==> config.mk <==
export PLATFORM = sky130hd
export DESIGN_NAME = health_round_ctrl
export DESIGN_NICKNAME = d
export VERILOG_FILES = /design/src/rtl/ff_game_pkg.sv /design/src/rtl/fighter_health.sv /design/src/rtl/health_round_ctrl.sv
export SDC_FILE = /design/constraint.sdc
export NUM_CORES = 1
export LEC_CHECK = 0
export BUFFER_PORTS_ARGS = -buffer_cell sky130_fd_sc_hd__clkbuf_2
export CORE_ASPECT_RATIO = 0.5
export CORE_MARGIN = 8
export CORE_UTILIZATION = 50
export DETAILED_ROUTE_END_ITERATION = 10
export PLACE_DENSITY = 0.73
export SYNTH_ARGS = -nofsm -noshare
export SYNTH_HDL_FRONTEND = slang
export SYNTH_SLANG_ARGS = --single-unit
export TNS_END_PERCENT = 100
==> constraint.sdc <==
create_clock -name Clk -period 3.2 [get_ports Clk]
set_input_delay 0.64 -clock Clk [delete_from_list [all_inputs] [get_ports Clk]]
set_output_delay 0.64 -clock Clk [all_outputs]
set_load 0.01 [all_outputs]
==> src/rtl/ff_game_pkg.sv <==
// Shared game types and screen geometry for the round/health controller.
package ff_game_pkg;

  localparam int unsigned HEALTH_W    = 7;
  localparam int unsigned COORD_W     = 10;
  localparam int unsigned SCREEN_W    = 640;
  localparam int unsigned BAR_X_LEFT  = 20;
  localparam int unsigned BAR_X_RIGHT = 620;
  localparam int unsigned BAR_H       = 10;

  typedef enum logic [1:0] {
    ST_IDLE  = 2'd0,
    ST_FIGHT = 2'd1,
    ST_OVER  = 2'd2
  } game_state_t;

  typedef enum logic [1:0] {
    WIN_NONE = 2'd0,
    WIN_P1   = 2'd1,
    WIN_P2   = 2'd2,
    WIN_DRAW = 2'd3
  } winner_t;

endpackage

==> src/rtl/fighter_health.sv <==
// One fighter's health: hit edge detect, saturating damage, invulnerability window.
module fighter_health
  import ff_game_pkg::*;
#(
  parameter int unsigned MAX_HEALTH    = 100,
  parameter int unsigned DAMAGE        = 10,
  parameter int unsigned INVULN_FRAMES = 30
) (
  input  logic                Clk,
  input  logic                Reset_n,
  input  logic                frame_tick,
  input  logic                enable,
  input  logic                reload,
  input  logic                hit,
  output logic [HEALTH_W-1:0] health
);

  localparam int unsigned INV_W = $clog2(INVULN_FRAMES + 2);

  logic             hit_q;
  logic [INV_W-1:0] invuln;
  logic             accept_c;

  // Rising edge of the hit level, taken only while vulnerable and fighting
  assign accept_c = enable && !reload && hit && !hit_q && (invuln == '0);

  // Hit history always tracks the input so idle-time edges are consumed
  always_ff @(posedge Clk or negedge Reset_n) begin
    if (!Reset_n) hit_q <= 1'b0;
    else          hit_q <= hit;
  end

  // Health and invulnerability counter; reload wins over a coincident hit
  always_ff @(posedge Clk or negedge Reset_n) begin
    if (!Reset_n) begin
      health <= HEALTH_W'(MAX_HEALTH);
      invuln <= '0;
    end else if (reload) begin
      health <= HEALTH_W'(MAX_HEALTH);
      invuln <= '0;
    end else if (accept_c) begin
      health <= (health > HEALTH_W'(DAMAGE)) ? health - HEALTH_W'(DAMAGE) : '0;
      invuln <= INV_W'(INVULN_FRAMES);
    end else if (frame_tick && (invuln != '0)) begin
      invuln <= invuln - INV_W'(1);
    end
  end

endmodule

==> src/rtl/health_round_ctrl.sv <==
// Round controller: frame tick sync, round timer, winner decision, health bars.
module health_round_ctrl
  import ff_game_pkg::*;
#(
  parameter int unsigned MAX_HEALTH     = 100,
  parameter int unsigned DAMAGE         = 10,
  parameter int unsigned INVULN_FRAMES  = 30,
  parameter int unsigned ROUND_SECONDS  = 99,
  parameter int unsigned FRAMES_PER_SEC = 60,
  parameter int unsigned BAR_Y          = 20
) (
  input  logic                Clk,
  input  logic                Reset_n,
  input  logic                frame_clk,
  input  logic                start,
  input  logic                restart,
  input  logic                hit_on_p2,
  input  logic                hit_on_p1,
  input  logic [COORD_W-1:0]  DrawX,
  input  logic [COORD_W-1:0]  DrawY,
  output logic [HEALTH_W-1:0] p1_health,
  output logic [HEALTH_W-1:0] p2_health,
  output logic [6:0]          round_timer,
  output logic [1:0]          game_state,
  output logic [1:0]          winner,
  output logic                freeze,
  output logic                is_bar1,
  output logic                is_bar2
);

  localparam int unsigned FPS_W = $clog2(FRAMES_PER_SEC + 1);

  game_state_t      state;
  winner_t          win;
  logic [FPS_W-1:0] fps_cnt;
  logic             fs1, fs2, fs3, frame_tick;
  logic             enable_c, reload_c;

  assign enable_c   = (state == ST_FIGHT);
  assign reload_c   = restart || ((state == ST_IDLE) && start);
  assign game_state = state;
  assign winner     = win;
  assign freeze     = (state != ST_FIGHT);

  // Bring vsync into the Clk domain and turn its rising edge into a one-cycle tick
  always_ff @(posedge Clk or negedge Reset_n) begin
    if (!Reset_n) begin
      fs1        <= 1'b0;
      fs2        <= 1'b0;
      fs3        <= 1'b0;
      frame_tick <= 1'b0;
    end else begin
      fs1        <= frame_clk;
      fs2        <= fs1;
      fs3        <= fs2;
      frame_tick <= fs2 && !fs3;
    end
  end

  fighter_health #(
    .MAX_HEALTH   (MAX_HEALTH),
    .DAMAGE       (DAMAGE),
    .INVULN_FRAMES(INVULN_FRAMES)
  ) u_p1 (
    .Clk       (Clk),
    .Reset_n   (Reset_n),
    .frame_tick(frame_tick),
    .enable    (enable_c),
    .reload    (reload_c),
    .hit       (hit_on_p1),
    .health    (p1_health)
  );

  fighter_health #(
    .MAX_HEALTH   (MAX_HEALTH),
    .DAMAGE       (DAMAGE),
    .INVULN_FRAMES(INVULN_FRAMES)
  ) u_p2 (
    .Clk       (Clk),
    .Reset_n   (Reset_n),
    .frame_tick(frame_tick),
    .enable    (enable_c),
    .reload    (reload_c),
    .hit       (hit_on_p2),
    .health    (p2_health)
  );

  // Round FSM with timer and winner; restart overrides everything
  always_ff @(posedge Clk or negedge Reset_n) begin
    if (!Reset_n) begin
      state       <= ST_IDLE;
      win         <= WIN_NONE;
      round_timer <= 7'(ROUND_SECONDS);
      fps_cnt     <= '0;
    end else if (restart) begin
      state       <= ST_IDLE;
      win         <= WIN_NONE;
      round_timer <= 7'(ROUND_SECONDS);
      fps_cnt     <= '0;
    end else begin
      case (state)
        ST_IDLE: begin
          if (start) begin
            state       <= ST_FIGHT;
            win         <= WIN_NONE;
            round_timer <= 7'(ROUND_SECONDS);
            fps_cnt     <= '0;
          end
        end
        ST_FIGHT: begin
          if ((p1_health == '0) || (p2_health == '0) || (round_timer == '0)) begin
            state <= ST_OVER;
            if ((p1_health == '0) && (p2_health == '0)) win <= WIN_DRAW;
            else if (p2_health == '0)                   win <= WIN_P1;
            else if (p1_health == '0)                   win <= WIN_P2;
            else if (p1_health > p2_health)             win <= WIN_P1;
            else if (p2_health > p1_health)             win <= WIN_P2;
            else                                        win <= WIN_DRAW;
          end else if (frame_tick) begin
            if (fps_cnt == FPS_W'(FRAMES_PER_SEC - 1)) begin
              fps_cnt <= '0;
              if (round_timer != '0) round_timer <= round_timer - 7'd1;
            end else begin
              fps_cnt <= fps_cnt + FPS_W'(1);
            end
          end
        end
        default: ;
      endcase
    end
  end

  logic [10:0] x11, y11, bar1_end, bar2_start;
  logic        in_rows_c;

  // Health bar pixel flags at 11 bits so an empty bar cannot wrap
  always_comb begin
    x11        = {1'b0, DrawX};
    y11        = {1'b0, DrawY};
    bar1_end   = 11'(BAR_X_LEFT) + {3'b000, p1_health, 1'b0};
    bar2_start = 11'(BAR_X_RIGHT) - {3'b000, p2_health, 1'b0};
    in_rows_c  = (y11 >= 11'(BAR_Y)) && (y11 < 11'(BAR_Y) + 11'(BAR_H));
    is_bar1    = in_rows_c && (x11 >= 11'(BAR_X_LEFT)) && (x11 < bar1_end);
    is_bar2    = in_rows_c && (x11 >= bar2_start) && (x11 < 11'(BAR_X_RIGHT));
  end

endmodule

==> results of run 1 <==
registers in the layout (all words and copies together) (netlist names), 2 cells and up:
name	flops
u_p1.invuln	5
winner	2
round_timer	7
u_p2.invuln	5
u_p2.health	6
fps_cnt	6
u_p1.health	6
game_state	2
layout make-up:
cell class | count | area (um2)
tap | 77 | 96.3
inverter | 23 | 86.3
clock inverter | 1 | 5.00
timing repair buffer | 57 | 305
fill | 503 | 2360
sequential | 45 | 1140
clock buffer | 7 | 153
multi-input combinational | 260 | 1810
cell families (layout without fill, tap and decap cells):
group / count (synthesis) / count (layout) / share of synthesized area (%)
adder cells (fa/ha/maj): 30 / 30 / 12.4
flip-flops: 45 / 45 / 37.5
AND/OR/NAND/NOR: 119 / 119 / 21.8
AO/OA/AOI/OAI: 96 / 96 / 19.7
buffers and inverters: 36 / 88 / 4.74
multiplexers: 1 / 1 / 0.330
other: 1 / 2 / 0.124
XOR/XNOR: 12 / 12 / 3.46
layer usage:
metal  wire, um  global-route usage [%]  up-vias
li1           -                       -     1337
met1       3140                    18.3     1298
met2       3410                    28.3       85
met3        472                    4.12       10
met4         93                    5.28        0
met5          0                       0        -
cell usage in the layout, fill, tap and decap left out, types with 4 or more instances in the layout:
| cell type | count |
|---|---|
| sky130_fd_sc_hd__nor3_1 | 13 |
| sky130_fd_sc_hd__nand2b_1 | 9 |
| sky130_fd_sc_hd__o31ai_1 | 6 |
| sky130_fd_sc_hd__clkbuf_2 | 48 |
| sky130_fd_sc_hd__a211oi_1 | 4 |
| sky130_fd_sc_hd__nor2_1 | 25 |
| sky130_fd_sc_hd__buf_4 | 8 |
| sky130_fd_sc_hd__xnor2_1 | 9 |
| sky130_fd_sc_hd__nor3b_1 | 4 |
| sky130_fd_sc_hd__and2_1 | 6 |
| sky130_fd_sc_hd__o21a_1 | 4 |
| sky130_fd_sc_hd__ha_1 | 27 |
| sky130_fd_sc_hd__clkbuf_16 | 5 |
| sky130_fd_sc_hd__a21oi_1 | 24 |
| sky130_fd_sc_hd__nand3_1 | 11 |
| sky130_fd_sc_hd__dfrtp_1 | 34 |
| sky130_fd_sc_hd__nor2b_1 | 4 |
| sky130_fd_sc_hd__nand2_1 | 19 |
| sky130_fd_sc_hd__inv_1 | 21 |
| sky130_fd_sc_hd__o21ai_0 | 30 |
| sky130_fd_sc_hd__dfstp_2 | 10 |
per-stage QoR:
| stage | util (%) | setup WS, ns |
|---|---|---|
| after floorplan | - | 0.370 |
| after global placement | 56.3 | 0.390 |
| after detailed placement | 56.3 | 0.345 |
| after CTS | 58.9 | 0.0162 |
| after global routing | 60.4 | -0.0429 |
| final | 60.4 | 0.183 |
power by group:
| group | internal (mW) | leakage (nW) | switching (mW) | total [mW] |
|---|---|---|---|---|
| combinational | 0.0691 | 0.989 | 0.0974 | 0.167 |
| clock | 0.330 | 0.0799 | 0.205 | 0.535 |
| sequential | 0.584 | 0.577 | 0.0151 | 0.599 |
what timing repair did:
item                                   in CTS  in global routing
setup endpoints to repair                   0                  2
buffers inserted                            0                  4
endpoints found under the hold margin       0                  0
resized for setup                           0                 15
critical path: cells and delay by family (launching register included):
| family | cells | cell delay (ns) |
|---|---|---|
| DFF | 1 | 0.59 |
| AOI/OAI and AO/OA | 3 | 0.46 |
| adders and majority gates | 2 | 0.42 |
| and+or+nand+nor | 2 | 0.25 |
| buffers and inverters | 1 | 0.19 |
| xor gates and xnor gates | 1 | 0.17 |
path summary, 6_finish.rpt:
kind	from	end	cells after the start
max	u_p1.health[2]	is_bar1	9
min	fs1	fs2	0
max reg2reg	u_p1.invuln[0]	u_p1.health[3]	6
min reg2reg	fs1	fs2	0
max in group asynchronous	Reset_n	u_p1.health[1]	1
min in group asynchronous	Reset_n	fs2	1
==> key figures, run 1 <==
Run status
  – Result of the run: finished, final reports clean

Critical path
  – Crit end category: output pin
  – Peak per-stage delay on the critical path: 0.59 ns
  – Biggest fanout along the worst timing path: 5
  – Crit path max-delay cell type: sky130_fd_sc_hd__dfstp_2
  – Register-to-register path setup slack: 0.66 ns
  – Worst setup path class: reg2out
  – Worst path required time: 2.56 ns
  – Setup crit start kind: flop
  – Critical Path AT: 2.38 ns
  – Chain of cells forming the critical path: ha_4 -> xor2_1 -> ha_1 -> o21ai_2 -> a21oi_1 -> nor3_1 -> nor2_1 -> a2111oi_2 -> buf_2

Clock tree
  – Largest buffer count on any clock path: 2
  – Post-CTS clock slew at the launch and capture registers of the worst setup and hold paths: 0.06 ns
  – TritonCTS clock tree: yes
  – Maximum level of the CTS H-tree: 2
  – Cts-stage hold buffer count: 0
  – Clock Sink Count: 45
  – Clock network latency to the later pin of the worst-skew pair: 0.28 ns
  – Cts bufs inserted: 5
  – Clock Tree Root: sky130_fd_sc_hd__clkbuf_16

Timing
  – Maximum clock frequency: 0.331 GHz
  – Final count of negative-setup-slack endpoints: 0
  – Transition time of the tightest slew-check pin: 1.15 ns
  – Min cycle time layout: 3.02 ns
  – Setup TNS: 0 ns
  – Hold Slack: 0.348 ns
  – Rel. slew slack: 23.6%
  – Final Hold Viols: 0
  – Period Utilization, post-route: 94.3%
  – Clock tree skew after final layout: 0.00599 ns
  – Number of max-slew violations in the final report: 0

Floorplanning
  – Vertical die dimension: 71.1 um
  – Chip Width: 126 um
  – Effective utilization at floorplan: 50.9%
  – Placement row count: 20
  – Core Box Area: 0.00596 mm2
  – Ports: 55
  – Die area: 0.00897 mm2

GRT
  – Leftover overflow at the end of global routing: 0
  – Via count of the first global-routing pass: 2596
  – Initial antenna violation count: 0
  – Largest net degree at the start of global routing: 46
  – Gr usage total: 15.9%
  – Wire length of the first global-routing pass: 12.0 mm

Routing
  – Routed WL: 7.12 mm
  – Wire per inst: 15.1 um
  – Via count of the routed design: 2730
  – Average vias per placed instance: 5.81
  – First DRT Iteration DRCs: 149
  – Antenna Nets Post-Route: 0
  – DRC violations left: 0
  – Number of iterations in the first detailed-routing pass: 5

Place
  – Count of buffers from port buffering: 49
  – Placed Cells: 458
  – DP Wirelength: 5.17 mm
  – RePlAce Congestion: 0.831
  – Cell area after placement: 0.00335 mm2

Finish
  – Non-Filler Instances: 470
  – Number of diodes: 0
  – Signed area change from the synthesized netlist to the final layout: 18.5%
  – Final nets: 449
  – Final design instance area without fill: 0.00359 mm2
  – Fraction of layout cells with a size suffix above 1: 23.9%

Synth
  – Synthesized flop and latch total: 45
  – Area contributors post-synth: sky130_fd_sc_hd__dfrtp_1 (29%), sky130_fd_sc_hd__ha_1 (12%), sky130_fd_sc_hd__dfstp_2 (8.7%)
  – List of most frequent post-synthesis cells: sky130_fd_sc_hd__dfrtp_1 (35), sky130_fd_sc_hd__o21ai_0 (32), sky130_fd_sc_hd__ha_1 (30)
  – Synthesized instance count: 340
  – Top_reg_cell synth: sky130_fd_sc_hd__dfrtp_1
  – Synthesized area: 0.00303 mm2
  – Top cell type's share of synthesized area: 28.9%
  – Share of synthesized area occupied by flip-flops and latches: 37.5%
  – Synth Warn #: 0
  – Number of distinct library cells after synthesis: 57
  – Syn_area_per_cell: 8.92 um2
  – Most repeated cell in the gate-level netlist after synthesis: sky130_fd_sc_hd__dfrtp_1
  – Synth area leader: sky130_fd_sc_hd__dfrtp_1
  – Number of flops mapped to enable cells by yosys: 0
  – Async set-reset flop share out of synthesis: 100%

Power
  – Leakage power: 1.65 nW
  – Post-route total power: 1.30 mW
  – Maximum resistive drop on vdd: 0.209 mV
  – Power per unit of standard cell area: 362 mW/mm2

Hold path
  – Path category of the worst min-delay check: reg2reg

Flow run
  – Max-cap check violation count: 0
(Power assumes the default switching activity.)
==> inputs of run 2 (changes only) <==
- PLACE_DENSITY: 0.73 -> 0.72
- SYNTH_HIERARCHICAL: default -> 1
==> key figures, run 2 <==
Run status
  – Result of the run: finished, final reports clean

Floorplanning
  – Core Box Area: 0.00654 mm2
  – Vertical die dimension: 73.6 um
  – Die area: 0.00965 mm2
  – Chip Width: 131 um
  – Ports: 55
  – Placement row count: 21
  – Effective utilization at floorplan: 50.7%

Synth
  – Multiplexer fraction of the synthesized cell area: 2.57%
  – Number of flops mapped to enable cells by yosys: 0
  – Simple-gate share of the synthesized area: 22.2%
  – Synth Warn #: 6
  – Async set-reset flop share out of synthesis: 100%
  – Synthesized instance count: 369
  – Number of distinct library cells after synthesis: 63
  – Net count of the mapped netlist: 428
  – Post-Synth XOR/XNOR Area: 2.64%
  – List of most frequent post-synthesis cells: sky130_fd_sc_hd__dfrtp_1 (35), sky130_fd_sc_hd__inv_1 (33), sky130_fd_sc_hd__ha_1 (32)
  – Most repeated cell in the gate-level netlist after synthesis: sky130_fd_sc_hd__dfrtp_1
  – Top cell type's share of synthesized area: 26.4%
  – Synthesized-area fraction occupied by adder cells: 12.1%
  – Main combinational cell family by area after synthesis: simple AND/OR/NAND/NOR gates
  – Syn_area_per_cell: 8.99 um2
  – Synthesized flop and latch total: 45
  – Top_reg_cell synth: sky130_fd_sc_hd__dfrtp_1
  – Synth area leader: sky130_fd_sc_hd__dfrtp_1
  – Area contributors post-synth: sky130_fd_sc_hd__dfrtp_1 (26%), sky130_fd_sc_hd__ha_1 (12%), sky130_fd_sc_hd__dfstp_2 (7.9%)
  – Synthesized area: 0.00332 mm2
  – Share of synthesized area occupied by flip-flops and latches: 34.3%
  – Area fraction in compound gates after synthesis: 20.8%

Routing
  – Antenna Nets Post-Route: 0
  – Number of iterations in the first detailed-routing pass: 4
  – First DRT Iteration DRCs: 174
  – Wire per inst: 16.0 um
  – Routed WL: 8.31 mm
  – Average vias per placed instance: 5.89
  – Via count of the routed design: 3052
  – DRC violations left: 0

Place
  – RePlAce Congestion: 0.916
  – DP Wirelength: 6.30 mm
  – Dpl ws: 0.476 ns
  – Placed Cells: 510
  – Count of buffers from port buffering: 51
  – Cell area after placement: 0.00368 mm2

Finish
  – Most frequent cells in the layout: sky130_fd_sc_hd__clkbuf_2 (51), sky130_fd_sc_hd__dfrtp_1 (35), sky130_fd_sc_hd__inv_1 (33)
  – Final design instance area without fill: 0.00382 mm2
  – Signed area change from the synthesized netlist to the final layout: 15.3%
  – Non-Filler Instances: 518
  – Number of diodes: 0
  – Final nets: 484
  – Max FFs per register: 7
  – Fraction of layout cells with a size suffix above 1: 21.1%
  – Register ranked first by flip-flop count: round_timer
  – Post-Route Utilization: 58.4%
  – Most frequent standard cell in the layout excluding fill and tap cells: sky130_fd_sc_hd__clkbuf_2

Critical path
  – Crit path max-delay cell type: sky130_fd_sc_hd__dfrtp_1
  – Number of cells traversed by the worst register-to-register path: 7
  – Setup crit start kind: flop
  – Count of buffering cells on the critical path with inverters included: 1
  – Crit path capture: is_bar1
  – Cell family with the largest share of critical-path delay: compound AO/OA/AOI/OAI gates
  – Worst R2R End: fps_cnt[4]
  – Register-to-register path setup slack: 0.70 ns
  – Worst setup path class: reg2out
  – Biggest fanout along the worst timing path: 11
  – Chain of cells forming the critical path: ha_1 -> o21ai_0 -> xnor2_1 -> ha_1 -> a21oi_1 -> nor2b_1 -> o21ai_0 -> o211a_1 -> clkbuf_2
  – Peak per-stage delay on the critical path: 0.51 ns
  – Crit end category: output pin
  – Critical Path AT: 2.39 ns
  – Worst path required time: 2.56 ns
  – Worst r2r src: round_timer[0]
  – Number of logic stages on the critical path including buffering: 9
  – Timing startpoint of the critical path: u_p1/health[1]

Clock tree
  – CTS resizes: 0
  – Maximum level of the CTS H-tree: 2
  – Cts-stage hold buffer count: 0
  – Clock Sink Count: 45
  – Cts bufs inserted: 5
  – Post-CTS setup-driven buffer insertion count: 0
  – Clock Tree Root: sky130_fd_sc_hd__clkbuf_16
  – Largest buffer count on any clock path: 2
  – Clock network latency to the later pin of the worst-skew pair: 0.28 ns
  – TritonCTS clock tree: yes
  – Post-CTS clock slew at the launch and capture registers of the worst setup and hold paths: 0.06 ns

Hold path
  – Instance count along the most critical hold path: 0
  – Hold_sp: fs1
  – Path category of the worst min-delay check: reg2reg

Timing
  – Number of max-slew violations in the final report: 0
  – Min cycle time layout: 3.03 ns
  – Clock tree skew after final layout: 0.00497 ns
  – Final setup margin: 0.173 ns
  – Unrepaired setup endpoints after global routing: no
  – Setup TNS: 0 ns
  – Final count of negative-setup-slack endpoints: 0
  – Maximum clock frequency: 0.330 GHz
  – Transition time of the tightest slew-check pin: 1.06 ns
  – Hold Slack: 0.352 ns
  – Period Utilization, post-route: 94.6%
  – Rel. slew slack: 29.3%
  – Final Hold Viols: 0

Flow run
  – Max-cap check violation count: 0

Power
  – Leakage power: 1.79 nW
  – Power per unit of standard cell area: 356 mW/mm2
  – Maximum resistive drop on vdd: 0.188 mV
  – Post-route total power: 1.36 mW

GRT
  – Largest net degree at the start of global routing: 43
  – Initial antenna violation count: 0
  – Gr usage total: 17.2%
  – Wire length of the first global-routing pass: 13.8 mm
  – Via count of the first global-routing pass: 2952
  – Leftover overflow at the end of global routing: 0
## run 2: cell count changes in the layout (fill, tap and decap cells not counted), moves of 5 or more
| cell | before | now |
|---|---|---|
| sky130_fd_sc_hd__nor4b_1 | 2 | 7 |
| sky130_fd_sc_hd__nor3_1 | 13 | 5 |
| sky130_fd_sc_hd__nand4_1 | 1 | 7 |
| sky130_fd_sc_hd__inv_1 | 21 | 33 |
| sky130_fd_sc_hd__ha_1 | 27 | 32 |
| sky130_fd_sc_hd__o21ai_0 | 30 | 22 |
## run 2: how the worst min path moves through the flow
stage | to | slack (ns)
final | fs2 | 0.35
after floorplan | fs2 | 0.33
after detailed placement | fs2 | 0.34
after global routing | fs2 | 0.36
after CTS | fs2 | 0.35
after global placement | fs2 | 0.33
## run 2: final cells by class
type	instances	area [um2]
Fill cell	558	2720
Tap cell	92	115
Multi-Input combinational cell	283	2010
Timing Repair Buffer	57	300
Clock inverter	2	10.0
Sequential cell	45	1140
Inverter	33	124
Clock buffer	6	129
## run 2: power by group
| part | switching (mW) | leakage (nW) | internal, mW |
|---|---|---|---|
| registers | 0.0248 | 0.577 | 0.588 |
| logic | 0.145 | 1.14 | 0.105 |
| clock network | 0.212 | 0.0706 | 0.287 |
| total | 0.382 | 1.79 | 0.980 |
## run 2: kinds of logic after synthesis
group           Yosys count
simple gates            129
compound gates          102
mux                       8
other cells               2
flops                    45
buf+inv                  41
fa+ha+maj                32
xor+xnor                 10
## run 2: metal layers
layer | share of wire (%) | vias to the layer above | GRT usage [%]
li1 | - | 1490 | -
met1 | 47 | 1466 | 21.0
met2 | 46 | 88 | 29.4
met3 | 6.0 | 8 | 4.71
met4 | 0.88 | 0 | 4.85
met5 | 0 | - | 0
